--- config.mk ---
export PLATFORM = sky130hd
export DESIGN_NAME = hazard_unit
export DESIGN_NICKNAME = d
export VERILOG_FILES = /design/src/rtl/hazard_pkg.sv /design/src/rtl/hazard_dest_pipe.sv /design/src/rtl/hazard_unit.sv
export SDC_FILE = /design/constraint.sdc
export NUM_CORES = 1
export LEC_CHECK = 0
export CORE_MARGIN = 2
export CORE_UTILIZATION = 30
export CTS_CLUSTER_SIZE = 14
export DETAILED_ROUTE_END_ITERATION = 8
export HOLD_SLACK_MARGIN = 0.12
export PLACE_DENSITY = 0.52
export SYNTH_ARGS = -nofsm -noshare
export SYNTH_HDL_FRONTEND = slang
export SYNTH_SLANG_ARGS = --single-unit
--- constraint.sdc ---
create_clock -name clk -period 6.1 [get_ports clk]
set_input_delay 0.915 -clock clk [delete_from_list [all_inputs] [get_ports clk]]
set_output_delay 0.915 -clock clk [all_outputs]
set_load 0.01 [all_outputs]
--- src/rtl/hazard_pkg.sv ---
// Shared constants and helpers for the pipeline hazard/forwarding controller.
package hazard_pkg;

  // Register-address width the match helper is built for
  localparam int REG_W = 5;

  // E-stage operand source selects
  localparam logic [1:0] FWD_RF = 2'b00;  // register file value
  localparam logic [1:0] FWD_W  = 2'b01;  // ResultW from writeback
  localparam logic [1:0] FWD_M  = 2'b10;  // ALUOutM from memory stage

  // Architectural zero register: never a real dependency
  localparam logic [REG_W-1:0] REG_ZERO = '0;

  // True when source x depends on a writing producer with destination r
  function automatic logic match(input logic [REG_W-1:0] x,
                                 input logic [REG_W-1:0] r,
                                 input logic             we);
    return we && (x != REG_ZERO) && (x == r);
  endfunction

endpackage

--- src/rtl/hazard_dest_pipe.sv ---
// Shadow copy of the M and W destination controls. Advances with the
// pipeline and freezes while the data memory is in a wait state.
module hazard_dest_pipe
  import hazard_pkg::*;
#(
  parameter int REG_ADDR_W = 5
) (
  input  logic                  clk,
  input  logic                  reset,
  input  logic                  i_mem_ready,
  input  logic                  i_reg_write_e,
  input  logic                  i_mem_to_reg_e,
  input  logic [REG_ADDR_W-1:0] i_write_reg_e,
  output logic                  o_reg_write_m,
  output logic                  o_mem_to_reg_m,
  output logic [REG_ADDR_W-1:0] o_write_reg_m,
  output logic                  o_reg_write_w,
  output logic [REG_ADDR_W-1:0] o_write_reg_w
);

  logic                  r_reg_write_m;
  logic                  r_mem_to_reg_m;
  logic [REG_ADDR_W-1:0] r_write_reg_m;
  logic                  r_reg_write_w;
  logic [REG_ADDR_W-1:0] r_write_reg_w;

  // Shift E->M->W on every edge the memory stage is not waiting
  always_ff @(posedge clk or posedge reset) begin
    if (reset) begin
      r_reg_write_m  <= 1'b0;
      r_mem_to_reg_m <= 1'b0;
      r_write_reg_m  <= '0;
      r_reg_write_w  <= 1'b0;
      r_write_reg_w  <= '0;
    end else if (i_mem_ready) begin
      r_reg_write_m  <= i_reg_write_e;
      r_mem_to_reg_m <= i_mem_to_reg_e;
      r_write_reg_m  <= i_write_reg_e;
      r_reg_write_w  <= r_reg_write_m;
      r_write_reg_w  <= r_write_reg_m;
    end
  end

  assign o_reg_write_m  = r_reg_write_m;
  assign o_mem_to_reg_m = r_mem_to_reg_m;
  assign o_write_reg_m  = r_write_reg_m;
  assign o_reg_write_w  = r_reg_write_w;
  assign o_write_reg_w  = r_write_reg_w;

endmodule

--- src/rtl/hazard_unit.sv ---
// Hazard and forwarding controller for the 5-stage MIPS pipeline:
// stall/flush generation, registered E-stage forward selects, D-stage
// branch forwards and a saturating stall-cycle counter.
module hazard_unit
  import hazard_pkg::*;
#(
  parameter int REG_ADDR_W = 5,
  parameter int CNT_W      = 32
) (
  input  logic                  clk,
  input  logic                  reset,
  input  logic [REG_ADDR_W-1:0] RsD,
  input  logic [REG_ADDR_W-1:0] RtD,
  input  logic                  BranchD,
  input  logic                  RegWriteE,
  input  logic                  MemtoRegE,
  input  logic [REG_ADDR_W-1:0] WriteRegE,
  input  logic                  MemReadyM,
  output logic                  StallF,
  output logic                  StallD,
  output logic                  StallE,
  output logic                  StallM,
  output logic                  FlushE,
  output logic [1:0]            ForwardAE,
  output logic [1:0]            ForwardBE,
  output logic                  ForwardAD,
  output logic                  ForwardBD,
  output logic [CNT_W-1:0]      StallCount
);

  logic                  w_reg_write_m;
  logic                  w_mem_to_reg_m;
  logic [REG_ADDR_W-1:0] w_write_reg_m;
  logic                  w_reg_write_w;
  logic [REG_ADDR_W-1:0] w_write_reg_w;
  logic                  w_unused_w;

  hazard_dest_pipe #(
    .REG_ADDR_W(REG_ADDR_W)
  ) u_dest_pipe (
    .clk           (clk),
    .reset         (reset),
    .i_mem_ready   (MemReadyM),
    .i_reg_write_e (RegWriteE),
    .i_mem_to_reg_e(MemtoRegE),
    .i_write_reg_e (WriteRegE),
    .o_reg_write_m (w_reg_write_m),
    .o_mem_to_reg_m(w_mem_to_reg_m),
    .o_write_reg_m (w_write_reg_m),
    .o_reg_write_w (w_reg_write_w),
    .o_write_reg_w (w_write_reg_w)
  );

  // W-stage copies are kept for observability only; selects need E and M
  assign w_unused_w = &{1'b0, w_reg_write_w, w_write_reg_w};

  logic       w_rs_e, w_rt_e, w_rs_m, w_rt_m, w_rs_ml, w_rt_ml;
  logic       w_lwstall, w_brstall, w_memwait, w_dep_stall, w_stall_any;
  logic [1:0] w_fae_next, w_fbe_next;
  logic [1:0] r_fae, r_fbe;
  logic [CNT_W-1:0] r_count;

  // Dependency detection against the producers in E and M
  always_comb begin
    w_rs_e      = match(RsD, WriteRegE, RegWriteE);
    w_rt_e      = match(RtD, WriteRegE, RegWriteE);
    w_rs_m      = match(RsD, w_write_reg_m, w_reg_write_m);
    w_rt_m      = match(RtD, w_write_reg_m, w_reg_write_m);
    w_rs_ml     = match(RsD, w_write_reg_m, w_reg_write_m && w_mem_to_reg_m);
    w_rt_ml     = match(RtD, w_write_reg_m, w_reg_write_m && w_mem_to_reg_m);
    w_lwstall   = MemtoRegE && (w_rs_e || w_rt_e);
    w_brstall   = BranchD && (w_rs_e || w_rt_e || w_rs_ml || w_rt_ml);
    w_memwait   = !MemReadyM;
    w_dep_stall = w_lwstall || w_brstall;
    w_stall_any = w_dep_stall || w_memwait;
    // Youngest producer (E) wins over the older one (M)
    w_fae_next  = w_rs_e ? FWD_M : (w_rs_m ? FWD_W : FWD_RF);
    w_fbe_next  = w_rt_e ? FWD_M : (w_rt_m ? FWD_W : FWD_RF);
  end

  // Forward selects follow the D->E register: bubble on flush, hold on wait
  always_ff @(posedge clk or posedge reset) begin
    if (reset) begin
      r_fae <= FWD_RF;
      r_fbe <= FWD_RF;
    end else if (MemReadyM) begin
      if (w_dep_stall) begin
        r_fae <= FWD_RF;
        r_fbe <= FWD_RF;
      end else begin
        r_fae <= w_fae_next;
        r_fbe <= w_fbe_next;
      end
    end
  end

  // Count stalled fetch cycles, sticking at all-ones
  always_ff @(posedge clk or posedge reset) begin
    if (reset) begin
      r_count <= '0;
    end else if (w_stall_any && (r_count != {CNT_W{1'b1}})) begin
      r_count <= r_count + 1'b1;
    end
  end

  // Combinational controls are forced low for the whole reset pulse
  assign StallF     = !reset && w_stall_any;
  assign StallD     = !reset && w_stall_any;
  assign StallE     = !reset && w_memwait;
  assign StallM     = !reset && w_memwait;
  assign FlushE     = !reset && w_dep_stall && !w_memwait;
  assign ForwardAD  = !reset && w_rs_m;
  assign ForwardBD  = !reset && w_rt_m;
  assign ForwardAE  = r_fae;
  assign ForwardBE  = r_fbe;
  assign StallCount = r_count;

endmodule

Word-level counts from Yosys, hierarchy flattened
Cells that the tools add are included.
Widths: inputs -> output; s select.
{ "classes": {"add_sub_neg": 1, "eq_ne": 5, "mux": 6, "n_reduce_logical": 31} }
{ "op_table": {"columns": ["op", "n"], "rows": [
  ["$add 32x1->32 const B", 1],
  ["$ne 32x32->1 const B", 1],
  ["$logic_and 1x1->1", 22],
  ["$eq 5x5->1", 4],
  ["$reduce_bool 5->1", 2],
  ["$mux 2", 4],
  ["$logic_or 1x1->1", 5],
  ["$logic_not 1->1", 2],
  ["$mux 1", 2]
]} }
{ "word_totals": {"register_bits": 43, "in_bits": 21, "output_inout_bits": 43, "wordCells": 49} }

Longest topological paths before layout
{ "logic_depth": {"depth_word": 10, "depth_mapped": 8} }

Modules after synthesis
A second synthesis with hierarchy kept.
{ "hier_totals": {"hier_cells": 229, "area_unflattened_um2": 2602.5} }
{ "modules_own_cells": {"columns": ["mod", "n_inst", "cells_per_inst", "area_per_inst_um2", "seq_area_each_um2"], "rows": [
  ["hazard_unit", 1, 201, 2078.2, 900.9],
  ["hazard_dest_pipe", 1, 28, 524.3, 325.3]
]} }

Worst setup path after synthesis
No wires, ideal clock.
{ "synth_path": {"kind": "input port to output port", "startpoint": "input RsD[1]", "endpoint": "output StallF", "arrival_ns": 2.403, "required_ns": 5.185, "path_slack_ns": 2.782, "stages": 7, "path_buffers": 1, "path_cell_list": "or4_1 nor2_1 nor4_1 o22a_1 nor3_2 nor2_1 buf_4"} }
{ "synth_via": {"elab_chain_cells": 10} }
{ "synth_rtl": {"columns": ["element", "line_no", "source"], "rows": [
  ["from (decl)", "hazard_unit.sv:12", "input logic [REG_ADDR_W-1:0] RsD,"],
  ["$reduce_bool 5->1", "hazard_pkg.sv:19", "return we && (x != REG_ZERO) && (x == r);"],
  ["$logic_and 1x1->1 (2 in series)", "hazard_pkg.sv:19", null],
  ["$logic_or 1x1->1", "hazard_unit.sv:71, hazard_unit.sv:72", null],
  ["$logic_or 1x1->1 (2 in series)", "hazard_unit.sv:72", "w_brstall = BranchD && (w_rs_e || w_rt_e || w_rs_ml || w_rt_ml);"],
  ["$logic_and 1x1->1", "hazard_unit.sv:72", null],
  ["$logic_or 1x1->1 (*)", "hazard_unit.sv:74", "w_dep_stall = w_lwstall || w_brstall;"],
  ["$logic_or 1x1->1 (*)", "hazard_unit.sv:75", "w_stall_any = w_dep_stall || w_memwait;"],
  ["$logic_and 1x1->1 (*)", null, null],
  ["to (decl)", "hazard_unit.sv:19", "output logic StallF,"]
]} }
Every way passes the cells marked *; elsewhere a longest branch is shown, timed or not.

Worst setup path after layout
{ "layout_path": {"startpoint": "input RsD[3]", "endpoint": "output FlushE"} }
{ "layout_via": {"elab_chain_cells": 10} }
{ "layout_rtl": {"columns": ["element", "line_no", "source"], "rows": [
  ["$reduce_bool 5->1", "hazard_pkg.sv:19", null],
  ["$logic_and 1x1->1 (2 in series)", "hazard_pkg.sv:19", null],
  ["$logic_or 1x1->1", "hazard_unit.sv:71, hazard_unit.sv:72", null],
  ["$logic_or 1x1->1 (2 in series)", "hazard_unit.sv:72", null],
  ["$logic_and 1x1->1", "hazard_unit.sv:72", null],
  ["$logic_or 1x1->1 (*)", "hazard_unit.sv:74", null],
  ["$logic_and 1x1->1 (*) (2 in series)", "hazard_unit.sv:111", "assign FlushE = !reset && w_dep_stall && !w_memwait;"],
  ["to (decl)", "hazard_unit.sv:23", "output logic FlushE,"]
]} }
Marks and branches as above.

==> results.json <==
{
  "synth_xor_area_share_pct": 17.8,
  "leak_pwr_uw": 0.00134,
  "intPower_uw": 530,
  "worstRegToRegCells": 6,
  "maxCapViolCount": 0,
  "total_switching_power_uw": 209,
  "synth_sequential_area_ratio_pct": 46.5,
  "post-cts-setup-buffer-count": 0,
  "ctsResizeCount": 0,
  "largest_net_degree_at_the_start_of_global_routing": 29,
  "grt_setup_unrepaired": "false",
  "dieArea_um2": 8430,
  "cts_sinks": 43,
  "number_of_synthesized_flops_with_an_enable_pin": 0,
  "synth_fp_nets": 250,
  "antenna_found_initial": 0,
  "clk_latency_worst_skew_pair_ps": 300,
  "synth_compound_area_share_pct": 2.87,
  "design.portCount": 64,
  "vdd.ir_drop.worst_v": 0.0000901,
  "first_iteration_detailed_routing_drc_count": 86,
  "numPlacedInstances": 389,
  "detailroute.via_count": 1890,
  "clock_tree.htree_level_count": 2,
  "r2r_slack_ps": 3430,
  "postSynthAreaPerCell_um2": 10.1,
  "synthSimpleGateAreaFrac_pct": 23.2,
  "power.share.sequential_pct": 47.6,
  "yosys.cell_count.top_type": "sky130_fd_sc_hd__dfrtp_1",
  "power.clock.fraction_pct": 30.1,
  "power_per_cell_area_nw_per_um2": 234,
  "grt_pass1_vias": 1925,
  "drt-total-wl_mm": 5.40,
  "clock_tree.root_cell": "sky130_fd_sc_hd__clkbuf_8",
  "gr-total-overflow": 0,
  "yosys-top-cells-area": "sky130_fd_sc_hd__dfrtp_1, sky130_fd_sc_hd__xor2_1, sky130_fd_sc_hd__xnor2_1, sky130_fd_sc_hd__mux2_2, sky130_fd_sc_hd__nor3_1",
  "routabilityCongestion": 0.815,
  "final-instance-count-excl-fill": 397,
  "result_of_the_run": "finished clean",
  "yosysUniqueCellTypes": 31,
  "min_delay_path_depth": 2,
  "hold_violations": 0,
  "finalSetupViolations": 0,
  "netlist_instances": 228,
  "maxSlewHeadroom_pct": 21.4,
  "detail_route.wl_per_cell_um": 13.6,
  "io_buffer_count": 63,
  "layout.nets": 316,
  "timing.final.crit_share_pct": 70.6,
  "antennaDiodeCount": 0,
  "crit_path_top_delay_cell": "sky130_fd_sc_hd__or4_1",
  "totalNegativeSetupSlack_ps": 0,
  "die_h_um": 91.8,
  "ys.warnings.count": 0,
  "power_switching_share_pct": 28.3,
  "fraction_of_synthesized_area_in_multiplexers_pct": 5.84,
  "flow.area_growth_from_synthesis_pct": 36.2,
  "drt_drc_violations_left": 0,
  "report.power.total_uw": 739,
  "series_of_cell_instances_along_the_critical_path": "clkdlybuf4s50_1 -> or4_1 -> nor2_1 -> or4_1 -> a21oi_2 -> nor2_1 -> nor3_1 -> clkdlybuf4s50_1",
  "synth_top_flop_cell": "sky130_fd_sc_hd__dfrtp_1",
  "worst_case_clock_buffer_depth": 2,
  "postRouteAntennaNets": 0,
  "dominant_combinational_cell_family_by_area_after_synthesis": "simple AND/OR/NAND/NOR gates",
  "finalCriticalPeriod_ps": 4310,
  "worst_clock_skew_ps": 12.0,
  "max_freq_ghz": 0.232,
  "post_route_cells_drive_above_1_share_pct": 7.80,
  "cts.clk_slew.worst_paths_ps": 70,
  "synth.top_cell.area_share_pct": 46.5,
  "via_per_inst": 4.76,
  "critical-path-max-stage-delay_ps": 600,
  "ffs_latches_synth": 43,
  "detailedPlacementHpwl_mm": 4.15,
  "timing.final.max_slew_violations": 0,
  "worst-path-max-fanout": 5,
  "numCtsBuffers": 5,
  "asyncSetResetFlopFracSynth_pct": 100,
  "crit_arrival_ps": 3390,
  "global_route_wire_length_before_repair_mm": 9.23,
  "synth_top_area_cell": "sky130_fd_sc_hd__dfrtp_1",
  "coreArea_um2": 7610,
  "cp_data_required_time_ps": 5180,
  "drtPass1Iterations": 4,
  "cts_hold_buf": 0,
  "critical_path.startpoint_type": "input port",
  "p_comb_share_pct": 22.3,
  "adder_and_majority_gate_portion_of_the_synthesized_area_pct": 0.541,
  "timing_worst_setup_path_type": "in -> out",
  "fp.dieW_um": 91.8,
  "worst_pin_slew_ps": 1180,
  "site_rows": 32,
  "ys_top_cells_by_count": "sky130_fd_sc_hd__dfrtp_1, sky130_fd_sc_hd__xor2_1, sky130_fd_sc_hd__nor2_1, sky130_fd_sc_hd__xnor2_1",
  "worst_hold_path_type": "reg -> reg",
  "mappedNetlistArea_um2": 2310,
  "grt_use_total_pct": 13.6,
  "tritoncts": "built",
  "endpoint_kind": "output pin",
  "initial_core_util_pct": 30.4
}
[critical path: cells and delay by family]
| family | cells | cell delay (ps) |
|---|---|---|
| buffers and inverters | 2 | 1110 |
| and+or+nand+nor | 5 | 1090 |
| AOI/OAI and AO/OA | 1 | 290 |
[final timing paths]
path,startpoint,end
max,RsD[3],FlushE
min,ForwardBE[1],ForwardBE[1]
max reg2reg,StallCount[0],StallCount[1]
min reg2reg,ForwardBE[1],ForwardBE[1]
max in group asynchronous,reset,u_dest_pipe.o_write_reg_m[2]
min in group asynchronous,reset,StallCount[30]
[cells in the final DEF, fill, tap and decap left out]
| master | n |
|---|---|
| sky130_fd_sc_hd__a21oi_2 | 1 |
| sky130_fd_sc_hd__a22o_1 | 2 |
| sky130_fd_sc_hd__and3_1 | 5 |
| sky130_fd_sc_hd__and4_1 | 2 |
| sky130_fd_sc_hd__buf_4 | 1 |
| sky130_fd_sc_hd__bufinv_16 | 1 |
| sky130_fd_sc_hd__clkbuf_8 | 5 |
| sky130_fd_sc_hd__clkdlybuf4s50_1 | 63 |
| sky130_fd_sc_hd__clkinv_1 | 1 |
| sky130_fd_sc_hd__clkinv_2 | 1 |
| sky130_fd_sc_hd__clkinv_4 | 1 |
| sky130_fd_sc_hd__dfrtp_1 | 43 |
| sky130_fd_sc_hd__ha_1 | 1 |
| sky130_fd_sc_hd__inv_1 | 8 |
| sky130_fd_sc_hd__mux2_1 | 1 |
| sky130_fd_sc_hd__mux2_2 | 11 |
| sky130_fd_sc_hd__nand2_1 | 19 |
| sky130_fd_sc_hd__nand2b_1 | 3 |
| sky130_fd_sc_hd__nand3_1 | 9 |
| sky130_fd_sc_hd__nand4_1 | 12 |
| sky130_fd_sc_hd__nor2_1 | 21 |
| sky130_fd_sc_hd__nor3_1 | 19 |
| sky130_fd_sc_hd__nor3_2 | 1 |
| sky130_fd_sc_hd__nor3b_1 | 1 |
| sky130_fd_sc_hd__nor4_1 | 4 |
| sky130_fd_sc_hd__nor4b_1 | 1 |
| sky130_fd_sc_hd__nor4bb_1 | 1 |
| sky130_fd_sc_hd__o21ai_0 | 2 |
| sky130_fd_sc_hd__o22a_1 | 1 |
| sky130_fd_sc_hd__o31ai_4 | 1 |
| sky130_fd_sc_hd__or3_1 | 2 |
| sky130_fd_sc_hd__or4_1 | 4 |
| sky130_fd_sc_hd__xnor2_1 | 20 |
| sky130_fd_sc_hd__xor2_1 | 27 |
[state kept, by name, summed over array words and instances (netlist names)]
name                        cells
ForwardBE                       2
u_dest_pipe.o_reg_write_m       1
u_dest_pipe.o_mem_to_reg_m      1
StallCount                     32
ForwardAE                       2
u_dest_pipe.o_write_reg_m       5
[per-layer routing]
layer	up-vias	share of wire [%]	global-route usage, %
met5	-	0	0
met4	0	1.6	4.48
met3	8	5.5	3.29
met2	56	49	23.4
met1	903	44	16.6
li1	923	-	-
[cell type report]
cell class,count,area [um2]
well taps,102,128
clock buffers,5,68.8
flip-flops and latches,43,1080
fillers,776,4460
clock inverters,3,43.8
multi-input cells,171,1160
repair buffers,64,638
inverters,9,33.8
[cells by family (layout without fill, tap and decap cells)]
family	count (synthesis)	in the layout
AO/OA/AOI/OAI	7	7
AND/OR/NAND/NOR	104	104
multiplexers	12	12
XOR/XNOR	47	47
adder cells (fa/ha/maj)	1	1
flip-flops	43	43
buffers and inverters	14	81
[power by group through the flow]
stage / registers, uW / logic (uW) / clock network, uW
6_report: 352 / 164 / 222
2_1_floorplan: 361 / 73.7 / 0
5_1_grt: 360 / 181 / 246
3_3_place_gp: 357 / 165 / 0
4_1_cts: 352 / 167 / 230
3_5_place_dp: 357 / 167 / 0
[stage by stage]
| stage | setup WS, ps | cell area (um2) | util [%] | hold slack [ps] |
|---|---|---|---|---|
| floorplan | 2780 | 2310 | - | 481 |
| global placement | 1760 | 3040 | 39.9 | 474 |
| detailed placement | 1770 | 3040 | 39.9 | 486 |
| CTS | 1770 | 3150 | 41.4 | 503 |
| global route | 1690 | 3150 | 41.4 | 517 |
| finish | 1790 | 3150 | 41.4 | 501 |
(Power assumes the default switching activity.)
